## config.mk

```make
export PLATFORM = sky130hd
export DESIGN_NAME = multicycle_ctrl
export DESIGN_NICKNAME = d
export VERILOG_FILES = /design/src/rtl/multicycle_ctrl_pkg.sv /design/src/rtl/mctrl_out_decode.sv /design/src/rtl/multicycle_ctrl.sv
export SDC_FILE = /design/constraint.sdc
export NUM_CORES = 1
export LEC_CHECK = 0
export BUFFER_PORTS_ARGS = -buffer_cell sky130_fd_sc_hd__buf_2
export CORE_MARGIN = 4
export CORE_UTILIZATION = 45
export DETAILED_ROUTE_END_ITERATION = 16
export GPL_ROUTABILITY_DRIVEN = 0
export PLACE_DENSITY_LB_ADDON = 0.1
export SLEW_MARGIN = 20
export SYNTH_ARGS = -nofsm -noshare
export SYNTH_HDL_FRONTEND = slang
export SYNTH_SLANG_ARGS = --single-unit
```

## constraint.sdc

```tcl
create_clock -name clk -period 3.6 [get_ports clk]
set_input_delay 0.54 -clock clk [delete_from_list [all_inputs] [get_ports clk]]
set_output_delay 0.54 -clock clk [all_outputs]
set_load 0.05 [all_outputs]
```

## src/rtl/multicycle_ctrl_pkg.sv

```systemverilog
// Shared constants and types for the multi-cycle controller.
// TRAP exists only when MCTRL_ILLEGAL_TRAP_EN is defined.
package multicycle_ctrl_pkg;

  localparam int ALU_OP_LENGTH = 2;

  localparam logic [5:0] OP_R_TYPE = 6'b000000;
  localparam logic [5:0] OP_ORI    = 6'b001101;
  localparam logic [5:0] OP_LW     = 6'b100011;
  localparam logic [5:0] OP_SW     = 6'b101011;
  localparam logic [5:0] OP_BEQ    = 6'b000100;
  localparam logic [5:0] OP_JAL    = 6'b000011;

  localparam logic [1:0] ALU_ADD   = 2'b00;
  localparam logic [1:0] ALU_SUB   = 2'b01;
  localparam logic [1:0] ALU_OR    = 2'b10;
  localparam logic [1:0] ALU_FUNCT = 2'b11;

  localparam logic [1:0] PC_SRC_ALU    = 2'b00;
  localparam logic [1:0] PC_SRC_ALUOUT = 2'b01;
  localparam logic [1:0] PC_SRC_JUMP   = 2'b10;

  localparam logic [1:0] SRC_B_RT      = 2'b00;
  localparam logic [1:0] SRC_B_FOUR    = 2'b01;
  localparam logic [1:0] SRC_B_IMM     = 2'b10;
  localparam logic [1:0] SRC_B_IMM_SH2 = 2'b11;

  localparam logic [1:0] DST_RT = 2'b00;
  localparam logic [1:0] DST_RD = 2'b01;
  localparam logic [1:0] DST_RA = 2'b10;

  localparam logic [1:0] M2R_ALUOUT = 2'b00;
  localparam logic [1:0] M2R_MDR    = 2'b01;
  localparam logic [1:0] M2R_PC     = 2'b10;

  typedef enum logic [3:0] {
    FETCH    = 4'd0,
    DECODE   = 4'd1,
    EXEC_R   = 4'd2,
    WB_R     = 4'd3,
    EXEC_ORI = 4'd4,
    WB_I     = 4'd5,
    MEM_ADDR = 4'd6,
    MEM_RD   = 4'd7,
    WB_MEM   = 4'd8,
    MEM_WR   = 4'd9,
    BRANCH   = 4'd10,
    JAL      = 4'd11
`ifdef MCTRL_ILLEGAL_TRAP_EN
    ,TRAP    = 4'd12
`endif
  } state_t;

  typedef struct packed {
    logic                     mem_req;
    logic                     mem_we;
    logic                     i_or_d;
    logic                     ir_write;
    logic                     pc_write;
    logic                     pc_write_cond;
    logic [1:0]               pc_source;
    logic                     alu_src_a;
    logic [1:0]               alu_src_b;
    logic [ALU_OP_LENGTH-1:0] alu_op;
    logic                     extend_op;
    logic                     reg_write;
    logic [1:0]               reg_dst;
    logic [1:0]               mem_to_reg;
    logic                     mdr_write;
    logic                     instr_done;
  } ctrl_t;

  function automatic logic is_defined_op(input logic [5:0] op);
    return (op == OP_R_TYPE) || (op == OP_ORI) || (op == OP_LW) ||
           (op == OP_SW) || (op == OP_BEQ) || (op == OP_JAL);
  endfunction

endpackage

```

## src/rtl/mctrl_out_decode.sv

```systemverilog
// Combinational state-to-control-word table; ungated Moore values.
// Ready gating and reset masking are applied by the top level.
module mctrl_out_decode
  import multicycle_ctrl_pkg::*;
(
  input  state_t state,
  output ctrl_t  ctrl
);

  always_comb begin
    ctrl = '0;
    case (state)
      FETCH: begin
        ctrl.mem_req   = 1'b1;
        ctrl.ir_write  = 1'b1;
        ctrl.pc_write  = 1'b1;
        ctrl.pc_source = PC_SRC_ALU;
        ctrl.alu_src_b = SRC_B_FOUR;
        ctrl.alu_op    = ALU_ADD;
      end
      DECODE: begin
        ctrl.alu_src_b = SRC_B_IMM_SH2;
        ctrl.alu_op    = ALU_ADD;
        ctrl.extend_op = 1'b1;
      end
      EXEC_R: begin
        ctrl.alu_src_a = 1'b1;
        ctrl.alu_src_b = SRC_B_RT;
        ctrl.alu_op    = ALU_FUNCT;
      end
      WB_R: begin
        ctrl.reg_write  = 1'b1;
        ctrl.reg_dst    = DST_RD;
        ctrl.mem_to_reg = M2R_ALUOUT;
        ctrl.instr_done = 1'b1;
      end
      EXEC_ORI: begin
        ctrl.alu_src_a = 1'b1;
        ctrl.alu_src_b = SRC_B_IMM;
        ctrl.alu_op    = ALU_OR;
      end
      WB_I: begin
        ctrl.reg_write  = 1'b1;
        ctrl.reg_dst    = DST_RT;
        ctrl.mem_to_reg = M2R_ALUOUT;
        ctrl.instr_done = 1'b1;
      end
      MEM_ADDR: begin
        ctrl.alu_src_a = 1'b1;
        ctrl.alu_src_b = SRC_B_IMM;
        ctrl.alu_op    = ALU_ADD;
        ctrl.extend_op = 1'b1;
      end
      MEM_RD: begin
        ctrl.mem_req   = 1'b1;
        ctrl.i_or_d    = 1'b1;
        ctrl.mdr_write = 1'b1;
      end
      WB_MEM: begin
        ctrl.reg_write  = 1'b1;
        ctrl.reg_dst    = DST_RT;
        ctrl.mem_to_reg = M2R_MDR;
        ctrl.instr_done = 1'b1;
      end
      MEM_WR: begin
        ctrl.mem_req    = 1'b1;
        ctrl.mem_we     = 1'b1;
        ctrl.i_or_d     = 1'b1;
        ctrl.instr_done = 1'b1;
      end
      BRANCH: begin
        ctrl.alu_src_a     = 1'b1;
        ctrl.alu_src_b     = SRC_B_RT;
        ctrl.alu_op        = ALU_SUB;
        ctrl.pc_write_cond = 1'b1;
        ctrl.pc_source     = PC_SRC_ALUOUT;
        ctrl.instr_done    = 1'b1;
      end
      JAL: begin
        ctrl.pc_write   = 1'b1;
        ctrl.pc_source  = PC_SRC_JUMP;
        ctrl.reg_write  = 1'b1;
        ctrl.reg_dst    = DST_RA;
        ctrl.mem_to_reg = M2R_PC;
        ctrl.instr_done = 1'b1;
      end
      default: ctrl = '0;
    endcase
  end

endmodule

```

## src/rtl/multicycle_ctrl.sv

```systemverilog
// Moore sequencer for the MIPS-lite multi-cycle datapath with ready-gated memory states.
// Define MCTRL_ILLEGAL_TRAP_EN to trap undefined opcodes instead of treating them as NOPs.
module multicycle_ctrl
  import multicycle_ctrl_pkg::*;
#(
  parameter int OP_W     = 6,
  parameter int ALU_OP_W = ALU_OP_LENGTH
) (
  input  logic                clk,
  input  logic                rst_n,
  input  logic [OP_W-1:0]     op,
  input  logic                zero,
  input  logic                mem_ready,
  output logic                mem_req,
  output logic                mem_we,
  output logic                i_or_d,
  output logic                ir_write,
  output logic                pc_write,
  output logic                pc_write_cond,
  output logic [1:0]          pc_source,
  output logic                alu_src_a,
  output logic [1:0]          alu_src_b,
  output logic [ALU_OP_W-1:0] alu_op,
  output logic                extend_op,
  output logic                reg_write,
  output logic [1:0]          reg_dst,
  output logic [1:0]          mem_to_reg,
  output logic                mdr_write,
  output logic                instr_done,
  output logic                illegal_op
);

  state_t state_reg;
  state_t state_next;
  ctrl_t  word;
  logic   op_ok;
  logic   ready_gate;
  logic   nop_done;
  logic   illegal_flag;

  // The datapath qualifies pc_write_cond with zero itself.
  logic unused_zero;
  assign unused_zero = &{1'b0, zero};

  assign op_ok = is_defined_op(op);

  mctrl_out_decode u_decode (
    .state (state_reg),
    .ctrl  (word)
  );

  always_ff @(posedge clk) begin
    if (!rst_n) state_reg <= FETCH;
    else        state_reg <= state_next;
  end

  always_comb begin
    state_next = state_reg;
    case (state_reg)
      FETCH:    if (mem_ready) state_next = DECODE;
      DECODE: begin
        case (op)
          OP_R_TYPE:     state_next = EXEC_R;
          OP_ORI:        state_next = EXEC_ORI;
          OP_LW, OP_SW:  state_next = MEM_ADDR;
          OP_BEQ:        state_next = BRANCH;
          OP_JAL:        state_next = JAL;
`ifdef MCTRL_ILLEGAL_TRAP_EN
          default:       state_next = TRAP;
`else
          default:       state_next = FETCH;
`endif
        endcase
      end
      EXEC_R:   state_next = WB_R;
      EXEC_ORI: state_next = WB_I;
      MEM_ADDR: state_next = (op == OP_LW) ? MEM_RD : MEM_WR;
      MEM_RD:   if (mem_ready) state_next = WB_MEM;
      MEM_WR:   if (mem_ready) state_next = FETCH;
      WB_R, WB_I, WB_MEM, BRANCH, JAL: state_next = FETCH;
`ifdef MCTRL_ILLEGAL_TRAP_EN
      TRAP:     state_next = TRAP;
`endif
      default:  state_next = FETCH;
    endcase
  end

`ifdef MCTRL_ILLEGAL_TRAP_EN
  always_ff @(posedge clk) begin
    if (!rst_n) illegal_flag <= 1'b0;
    else if (state_reg == DECODE && !op_ok) illegal_flag <= 1'b1;
  end
  assign nop_done = 1'b0;
`else
  assign illegal_flag = 1'b0;
  assign nop_done     = (state_reg == DECODE) && !op_ok;
`endif

  assign ready_gate = ((state_reg == FETCH) || (state_reg == MEM_RD) ||
                       (state_reg == MEM_WR)) ? mem_ready : 1'b1;

  // Whole control word is masked while reset is held low.
  always_comb begin
    mem_req       = rst_n & word.mem_req;
    mem_we        = rst_n & word.mem_we;
    i_or_d        = rst_n & word.i_or_d;
    ir_write      = rst_n & word.ir_write & ready_gate;
    pc_write      = rst_n & word.pc_write & ready_gate;
    pc_write_cond = rst_n & word.pc_write_cond;
    pc_source     = rst_n ? word.pc_source : 2'b00;
    alu_src_a     = rst_n & word.alu_src_a;
    alu_src_b     = rst_n ? word.alu_src_b : 2'b00;
    alu_op        = rst_n ? word.alu_op : '0;
    extend_op     = rst_n & word.extend_op;
    reg_write     = rst_n & word.reg_write;
    reg_dst       = rst_n ? word.reg_dst : 2'b00;
    mem_to_reg    = rst_n ? word.mem_to_reg : 2'b00;
    mdr_write     = rst_n & word.mdr_write & ready_gate;
    instr_done    = rst_n & ((word.instr_done & ready_gate) | nop_done);
    illegal_op    = rst_n & illegal_flag;
  end

endmodule

```

==> results of run 1 <==
[cells in the final DEF, fill, tap and decap left out, types with 3 or more instances in the layout]
cell type,instances
buf_2,29
nand2_1,7
nand3_1,4
nand2b_1,5
nor3_1,5
a211oi_1,3
nor2_1,11
dfxtp_1,4
clkbuf_4,3
and2_1,3
a21oi_1,6
[per-layer routing]
metal	vias up	global-route usage, %	wire length (µm)
li1	378	-	-
met1	318	21.3	736
met2	24	31.9	847
met3	0	6.64	134
met4	0	0	0
met5	-	0	0
[how the worst max path moves through the flow]
| stage | from | to | slack, ns | cells past startpoint |
|---|---|---|---|---|
| 2_1_floorplan | state_reg[1]$_SDFFE_PN0P_ | pc_write | 0.82 | 5 |
| 3_3_place_gp | state_reg[2]$_SDFFE_PN0P_ | instr_done | 1.34 | 5 |
| 3_5_place_dp | state_reg[2]$_SDFFE_PN0P_ | instr_done | 1.34 | 5 |
| 4_1_cts | state_reg[2]$_SDFFE_PN0P_ | instr_done | 1.09 | 5 |
| 5_1_grt | state_reg[2]$_SDFFE_PN0P_ | instr_done | 0.90 | 5 |
| 6_report | state_reg[2]$_SDFFE_PN0P_ | instr_done | 1.08 | 5 |
[logic make-up after synthesis]
family	Yosys count	synth area share (%)
buffers and inverters	13	12.4
muxes	1	1.50
DFF	4	12.0
and+or+nand+nor	53	48.5
AOI/OAI and AO/OA	22	23.7
other	1	0.563
xor gates and xnor gates	1	1.32
[per-stage QoR]
stage | cells | utilization (%) | cell area (µm²) | worst slack, ns | hold WS, ns
6_report | 132 | 57.8 | 781 | 1.08 | 0.663
5_1_grt | 132 | 57.8 | 781 | 0.902 | 0.663
4_1_cts | 132 | 57.8 | 781 | 1.09 | 0.654
3_5_place_dp | 129 | 56.2 | 758 | 1.34 | 0.686
3_3_place_gp | 129 | 56.2 | 758 | 1.34 | 0.694
2_1_floorplan | 95 | - | 666 | 0.817 | 0.595
[where the power goes]
group	internal, µW	leakage, µW	switching [µW]
Combinational	18.2	0.000326	42.8
Sequential	45.6	0.0000325	3.59
Clock	37.2	0.0000138	17.2
Total	101	0.000372	63.6
[worst register-to-register path: stages, from the launching register on]
cell and delay [ns]:
dfxtp_1 0.56, and2b_2 0.29, nand3_4 0.10, or4_1 0.48, nand3_1 0.11
[cell type report]
| class | instances | area, µm² |
|---|---|---|
| tap | 15 | 18.8 |
| timing repair buffer | 29 | 145 |
| fill | 143 | 569 |
| inverter | 3 | 11.3 |
| multi-input combinational | 78 | 503 |
| sequential | 4 | 80.1 |
| clock buffer | 3 | 22.5 |
==> impl_metrics.toml, run 1 <==
[run]
maxCapViolCount = 0

[power]
power.leakage_uw = 0.000372
ir_drop_v = 0.000192
finalPower_uw = 165
powerDensity_nw_per_um2 = 211

[sta]
maxSlewViolCount = 0
tightest_slew_ns = 0.580
fin_crit_ns = 2.52
fin_skew_ns = 0.00630
maxSlewHeadroom_pct = 61.3
max_freq_mhz = 397
period_share_pct = 70.0
finalSetupViolations = 0
rsz0062_at_grt = "false"
fin_tns_setup_ns = 0
hold_viol = 0

[worst_setup_path]
critPathLaunchType = "flop"
cp_num_buf_inv = 1
reg2regPathDepth = 4
worst-r2r-setup-slack_ns = 2.00
worstPathMaxFanout = 14
crit_family = "flip-flops"
worstSetupPathType = "reg -> out"
cp_data_required_time_ns = 3.06
cp_cell_sequence = "nand2b_1 -> o21ai_2 -> a21o_1 -> a22o_1 -> buf_2"
reg2reg_from = "state_reg[0]$_SDFFE_PN0P_"
end_kind = "output port"
timing.rr.end = "state_reg[3]$_SDFFE_PN0P_"
worstPathArrival_ns = 1.98
critPathMaxStageDelay_ns = 0.68
cpMaxStageDelayCell = "dfxtp_1"

[logic_synthesis]
synth_area_leader_cell = "dfxtp_1"
async_flop_share_pct = 0
synth_cells = 95
ys.flop_type = "dfxtp_1"
synth_area_leaders = "dfxtp_1, nor2_1, nand2b_1"
syn-mean-instance-area_um2 = 7.01
synthMostInstantiatedCell = "nor2_1"
ys_seq_area_share_pct = 12.0
synth_top_area_share_pct = 12.0
synthTopCellsByCount = "nor2_1, nand2_1, a21oi_1, nand2b_1, nor3_1"
synth-edff-count = 0
synth_area_um2 = 666
yosys_register_bits = 4
syn_nets = 105
ys.warnings.count = 0
netlist-cell-type-count = 44

[clock_network]
cts_max_path_buffers = 2
hold_buffers = 0
cts_max_level = 1
clk-insertion-delay-late_ns = 0.23
postCtsSetupBuffers = 0
path_clk_slew_ns = 0.04
post_cts_resized = 0
cts-root-buf = "clkbuf_4"
cts.sinks = 4
cts_tree = "done"
numCtsBuffers = 3

[global_route]
antenna_found_initial = 0
grt_max_degree = 15
grt_pass1_vias = 633
grt_first_pass_wirelength_mm = 2.79
grt_overflow = 0
grt_usage_pct = 17.8

[floorplan]
core-area_um2 = 1350
dieArea_um2 = 2160
dieWidth_um = 46.5
die_y_um = 46.5
io_pins = 32
start_util_pct = 49.3
rows = 13

[route]
drtIter0Drc = 6
num_vias = 720
drt-wirelength-per-cell_um = 13.0
routed_wl_mm = 1.72
final_antenna_net_count = 0
routed_via_density = 5.45
drtPass1Iterations = 4
drc_errors = 0

[cells_and_area]
final_nets = 129
largest_reg_flops = 4
syn2layout_area_growth_pct = 17.3
num_antenna_cells = 0
layout-drive-gt1-share_pct = 34.2

[min_path]
holdPathEnd = "state_reg[3]$_SDFFE_PN0P_"
hold_depth = 3
worstHoldStart = "op[4]"
hold_class = "in -> reg"

[placement]
hpwl_mm = 1.37
port_buffers = 29

[outcome]
status = "completed"
No activity file was read; power rests on OpenSTA's default activity.
==> inputs of run 2 (changes only) <==
--- a/config.mk
+++ b/config.mk
@@ -7,7 +7,7 @@
 export LEC_CHECK = 0
 export BUFFER_PORTS_ARGS = -buffer_cell sky130_fd_sc_hd__buf_2
 export CORE_MARGIN = 4
-export CORE_UTILIZATION = 45
+export CORE_UTILIZATION = 40
 export DETAILED_ROUTE_END_ITERATION = 16
 export GPL_ROUTABILITY_DRIVEN = 0
 export PLACE_DENSITY_LB_ADDON = 0.1
==> constraint.sdc (replaced) <==
create_clock -name clk -period 2.2 [get_ports clk]
set_input_delay 0.33 -clock clk [delete_from_list [all_inputs] [get_ports clk]]
set_output_delay 0.33 -clock clk [all_outputs]
set_load 0.05 [all_outputs]
==> impl_metrics.toml, run 2 (synthesis gave the netlist of run 1 again) <==
[worst_setup_path]
worst-r2r-setup-slack_ns = 0.77
reg2regPathDepth = 4
critPathMaxStageDelay_ns = 0.40
cp_cell_sequence = "nand2b_1 -> o21ai_2 -> a21o_1 -> a22o_1 -> buf_2"
worstPathMaxFanout = 8
cp_num_buf_inv = 1
cpMaxStageDelayCell = "dfxtp_1"
end_kind = "output port"
worstSetupPathType = "reg -> out"
crit_family = "compound AO/OA/AOI/OAI gates"
critPathLaunchType = "flop"
cp_data_required_time_ns = 1.87
worstPathArrival_ns = 1.68
timing.rr.end = "state_reg[2]$_SDFFE_PN0P_"
reg2reg_from = "state_reg[3]$_SDFFE_PN0P_"

[min_path]
hold_depth = 3
holdPathEnd = "state_reg[3]$_SDFFE_PN0P_"
worstHoldStart = "op[4]"
hold_class = "in -> reg"

[clock_network]
path_clk_slew_ns = 0.04
hold_buffers = 0
numCtsBuffers = 3
cts_tree = "done"
cts_max_path_buffers = 2
cts.sinks = 4
cts_max_level = 1
cts-root-buf = "clkbuf_4"
clk-insertion-delay-late_ns = 0.24

[floorplan]
die_y_um = 48.8
rows = 14
dieArea_um2 = 2380
core-area_um2 = 1540
io_pins = 32
dieWidth_um = 48.8
start_util_pct = 43.2

[sta]
fin_tns_setup_ns = 0
fin_skew_ns = 0.00589
hold_viol = 0
maxSlewViolCount = 0
whs_ns = 0.419
fin_crit_ns = 2.01
finalSetupViolations = 0
period_share_pct = 91.4
max_freq_mhz = 497
rsz0062_at_grt = "false"

[cells_and_area]
postLayoutCellArea_um2 = 812
syn2layout_area_growth_pct = 22.0
num_antenna_cells = 0
layout-drive-gt1-share_pct = 38.7
largest_reg_flops = 4
utilization_pct = 52.7
final_common_cell = "buf_2"
final_nets = 131
layout_common_cells = "buf_2, nor2_1, nand2_1, a21oi_1"

[route]
routed_via_density = 5.50
drtIter0Drc = 18
routed_wl_mm = 1.65
final_antenna_net_count = 0
drtPass1Iterations = 4
drt-wirelength-per-cell_um = 12.2
num_vias = 742
drc_errors = 0

[placement]
hpwl_mm = 1.36
post_dp_cell_area_um2 = 786
port_buffers = 29

[global_route]
grt_overflow = 0
grt_pass1_vias = 652
grt_usage_pct = 13.9
grt_first_pass_wirelength_mm = 2.77
antenna_found_initial = 0
grt_max_degree = 13

[power]
power.leakage_uw = 0.000384
ir_drop_v = 0.000185
powerDensity_nw_per_um2 = 340

[outcome]
status = "completed"

[run]
maxCapViolCount = 0
## run 2: cell types whose count changed in the layout (fill, tap and decap cells not counted), sizes merged
cell | previous run | this run
buf | 29 | 31
## run 2: worst max-delay path by stage
stage	startpoint	endpoint	cells after the start
after floorplan	state_reg[0]$_SDFFE_PN0P_	alu_src_a	4
after global placement	state_reg[1]$_SDFFE_PN0P_	instr_done	5
after detailed placement	state_reg[1]$_SDFFE_PN0P_	instr_done	5
after CTS	state_reg[1]$_SDFFE_PN0P_	instr_done	5
after global routing	state_reg[2]$_SDFFE_PN0P_	instr_done	5
final	state_reg[2]$_SDFFE_PN0P_	instr_done	5
## run 2: metal layers
layer	wire, µm	track usage [%]	vias to the layer above	part of all wire (%)
met3	93	2.75	3	5.6
met1	789	18.8	335	48
met5	0	0	-	0
li1	-	-	384	-
met2	757	21.3	20	46
met4	12	5.38	0	0.73
## run 2: per-stage QoR
stage,cells,power (µW),setup slack [ns]
2_1_floorplan,95,161,0.0136
3_3_place_gp,132,184,0.315
3_5_place_dp,132,184,0.312
4_1_cts,135,278,0.0529
5_1_grt,135,297,0.110
6_report,135,276,0.189
## run 2: worst min-delay path, delay by kind of cell
kind	cells	cell delay [ns]
and+or+nand+nor	2	0.18
buffers and inverters	1	0.11
## run 2: cell type report
class,instances,area (µm²)
fill,172,729
multi-input combinational,78,514
timing repair buffer,31,160
sequential,4,83.8
clock buffer,3,22.5
tap,16,20.0
inverter,3,11.3
## run 2: timing repair
action,4_1_cts,5_1_grt
setup buffers,0,0
setup endpoints to repair,0,2
resized for setup,0,3
## run 2: report_power, final
part / switching, µW / internal [µW]
sequential: 5.21 / 75.0
clock: 31.4 / 61.1
combinational: 71.3 / 32.1
total: 108 / 168
==> inputs of run 3 (changes only) <==
--- a/config.mk
+++ b/config.mk
@@ -8,6 +8,7 @@
 export BUFFER_PORTS_ARGS = -buffer_cell sky130_fd_sc_hd__buf_2
 export CORE_MARGIN = 4
 export CORE_UTILIZATION = 40
+export CTS_BUF_LIST = sky130_fd_sc_hd__clkbuf_2
 export DETAILED_ROUTE_END_ITERATION = 16
 export GPL_ROUTABILITY_DRIVEN = 0
 export PLACE_DENSITY_LB_ADDON = 0.1
==> impl_metrics.toml, run 3 (synthesis gave the netlist of run 1 again) <==
[outcome]
status = "completed"

[route]
drt-wirelength-per-cell_um = 12.4
routed_wl_mm = 1.67
wl_met2_um = 785
drc_errors = 0
met1_length_um = 782
num_vias = 739
final_antenna_net_count = 0
route.met3.wl_um = 93
drtPass1Iterations = 4
top_layer = "met4"
routed_via_density = 5.47
drtIter0Drc = 11

[cells_and_area]
layout_common_cells = "buf_2, nor2_1, nand2_1, a21oi_1"
syn2layout_area_growth_pct = 20.9
largest_reg_flops = 4
layout-drive-gt1-share_pct = 38.7
final_common_cell = "buf_2"
final_nets = 131
num_antenna_cells = 0
utilization_pct = 52.2

[power]
clkPwrFrac_pct = 27.1
combinationalPowerShare_pct = 41.0
powerDensity_nw_per_um2 = 313
switching_share_pct = 43.0
power.leakage_uw = 0.000383
p_int_uw = 144
seq_power_share_pct = 31.8
ir_drop_v = 0.000175
finalPower_uw = 252
p_switching_uw = 108

[clock_network]
cts_max_path_buffers = 2
post_cts_resized = 0
path_clk_slew_ns = 0.05
clk-insertion-delay-late_ns = 0.21
hold_buffers = 0
cts.sinks = 4
numCtsBuffers = 3
cts-root-buf = "clkbuf_2"
postCtsSetupBuffers = 0
cts_tree = "done"
cts_max_level = 1

[worst_setup_path]
critPathMaxStageDelay_ns = 0.40
end_kind = "output port"
critPathLaunchType = "flop"
worstSetupPathType = "reg -> out"
reg2regPathDepth = 4
cpMaxStageDelayCell = "dfxtp_1"
worstPathMaxFanout = 8
reg2reg_from = "state_reg[3]$_SDFFE_PN0P_"
worst-r2r-setup-slack_ns = 0.76
worstPathArrival_ns = 1.66
cp_cell_sequence = "nand2b_1 -> o21ai_2 -> a21o_1 -> a22o_1 -> buf_2"
cp_data_required_time_ns = 1.87
timing.rr.end = "state_reg[2]$_SDFFE_PN0P_"

[placement]
pre_cts_ws_ns = 0.312
hpwl_mm = 1.36
port_buffers = 29

[min_path]
holdPathEnd = "state_reg[3]$_SDFFE_PN0P_"
hold_depth = 3
hold_class = "in -> reg"
worstHoldStart = "op[4]"

[sta]
fin_tns_setup_ns = 0
maxSlewViolCount = 0
fin_skew_ns = 0.00804
hold_viol = 0
period_share_pct = 90.3
max_freq_mhz = 504
fin_crit_ns = 1.99
finalSetupViolations = 0
setup_ws_ns = 0.214
whs_ns = 0.453
rsz0062_at_grt = "false"

[global_route]
grt_max_degree = 13
grt_first_pass_wirelength_mm = 2.79
grt_overflow = 0
grt_pass1_vias = 661
antenna_found_initial = 0
grt_usage_pct = 14.2

[floorplan]
io_pins = 32
core-area_um2 = 1540
dieWidth_um = 48.8
dieArea_um2 = 2380
start_util_pct = 43.2
rows = 14
die_y_um = 48.8

[run]
maxCapViolCount = 0
## run 3: cell types whose count changed in the layout (fill, tap and decap cells not counted)
cell      before  now
clkbuf_2       0    3
clkbuf_4       3    0
## run 3: worst max-delay path, delay by kind of cell, from the launching register on
kind	cells	cell delay, ns
AO/OA/AOI/OAI	3	0.50
buffers and inverters	1	0.20
flip-flops	1	0.40
AND/OR/NAND/NOR	1	0.34
## run 3: power groups by stage
stage                     combinational [µW]  clock [µW]  sequential, µW
after floorplan                         84.7           0            76.6
after global placement                   103           0            80.9
after detailed placement                 104           0            80.8
after CTS                                104        72.5            79.5
after global routing                     111        83.7            80.7
final                                    103        68.3            80.1
## run 3: through the flow
step	area, µm²	cells
6_report	805	135
5_1_grt	805	135
3_3_place_gp	786	132
2_1_floorplan	677	95
3_5_place_dp	786	132
4_1_cts	801	135
## run 3: worst max-delay path by stage
stage	startpoint	end	depth (start not counted)
after floorplan	state_reg[0]$_SDFFE_PN0P_	alu_src_a	4
after global placement	state_reg[1]$_SDFFE_PN0P_	instr_done	5
after detailed placement	state_reg[1]$_SDFFE_PN0P_	instr_done	5
after CTS	state_reg[1]$_SDFFE_PN0P_	instr_done	5
after global routing	state_reg[2]$_SDFFE_PN0P_	instr_done	5
final	state_reg[2]$_SDFFE_PN0P_	instr_done	5
## run 3: final cells by class
type / instances / area [µm²]
Tap cell: 16 / 20.0
Inverter: 3 / 11.3
Fill cell: 176 / 737
Multi-Input combinational cell: 78 / 514
Clock buffer: 3 / 15.0
Timing Repair Buffer: 31 / 160
Sequential cell: 4 / 83.8
## run 3: layer usage
metal	GRT usage, %	vias to the layer above
li1	-	383
met5	0	-
met1	18.8	334
met2	22.0	20
met4	5.38	0
met3	3.67	2
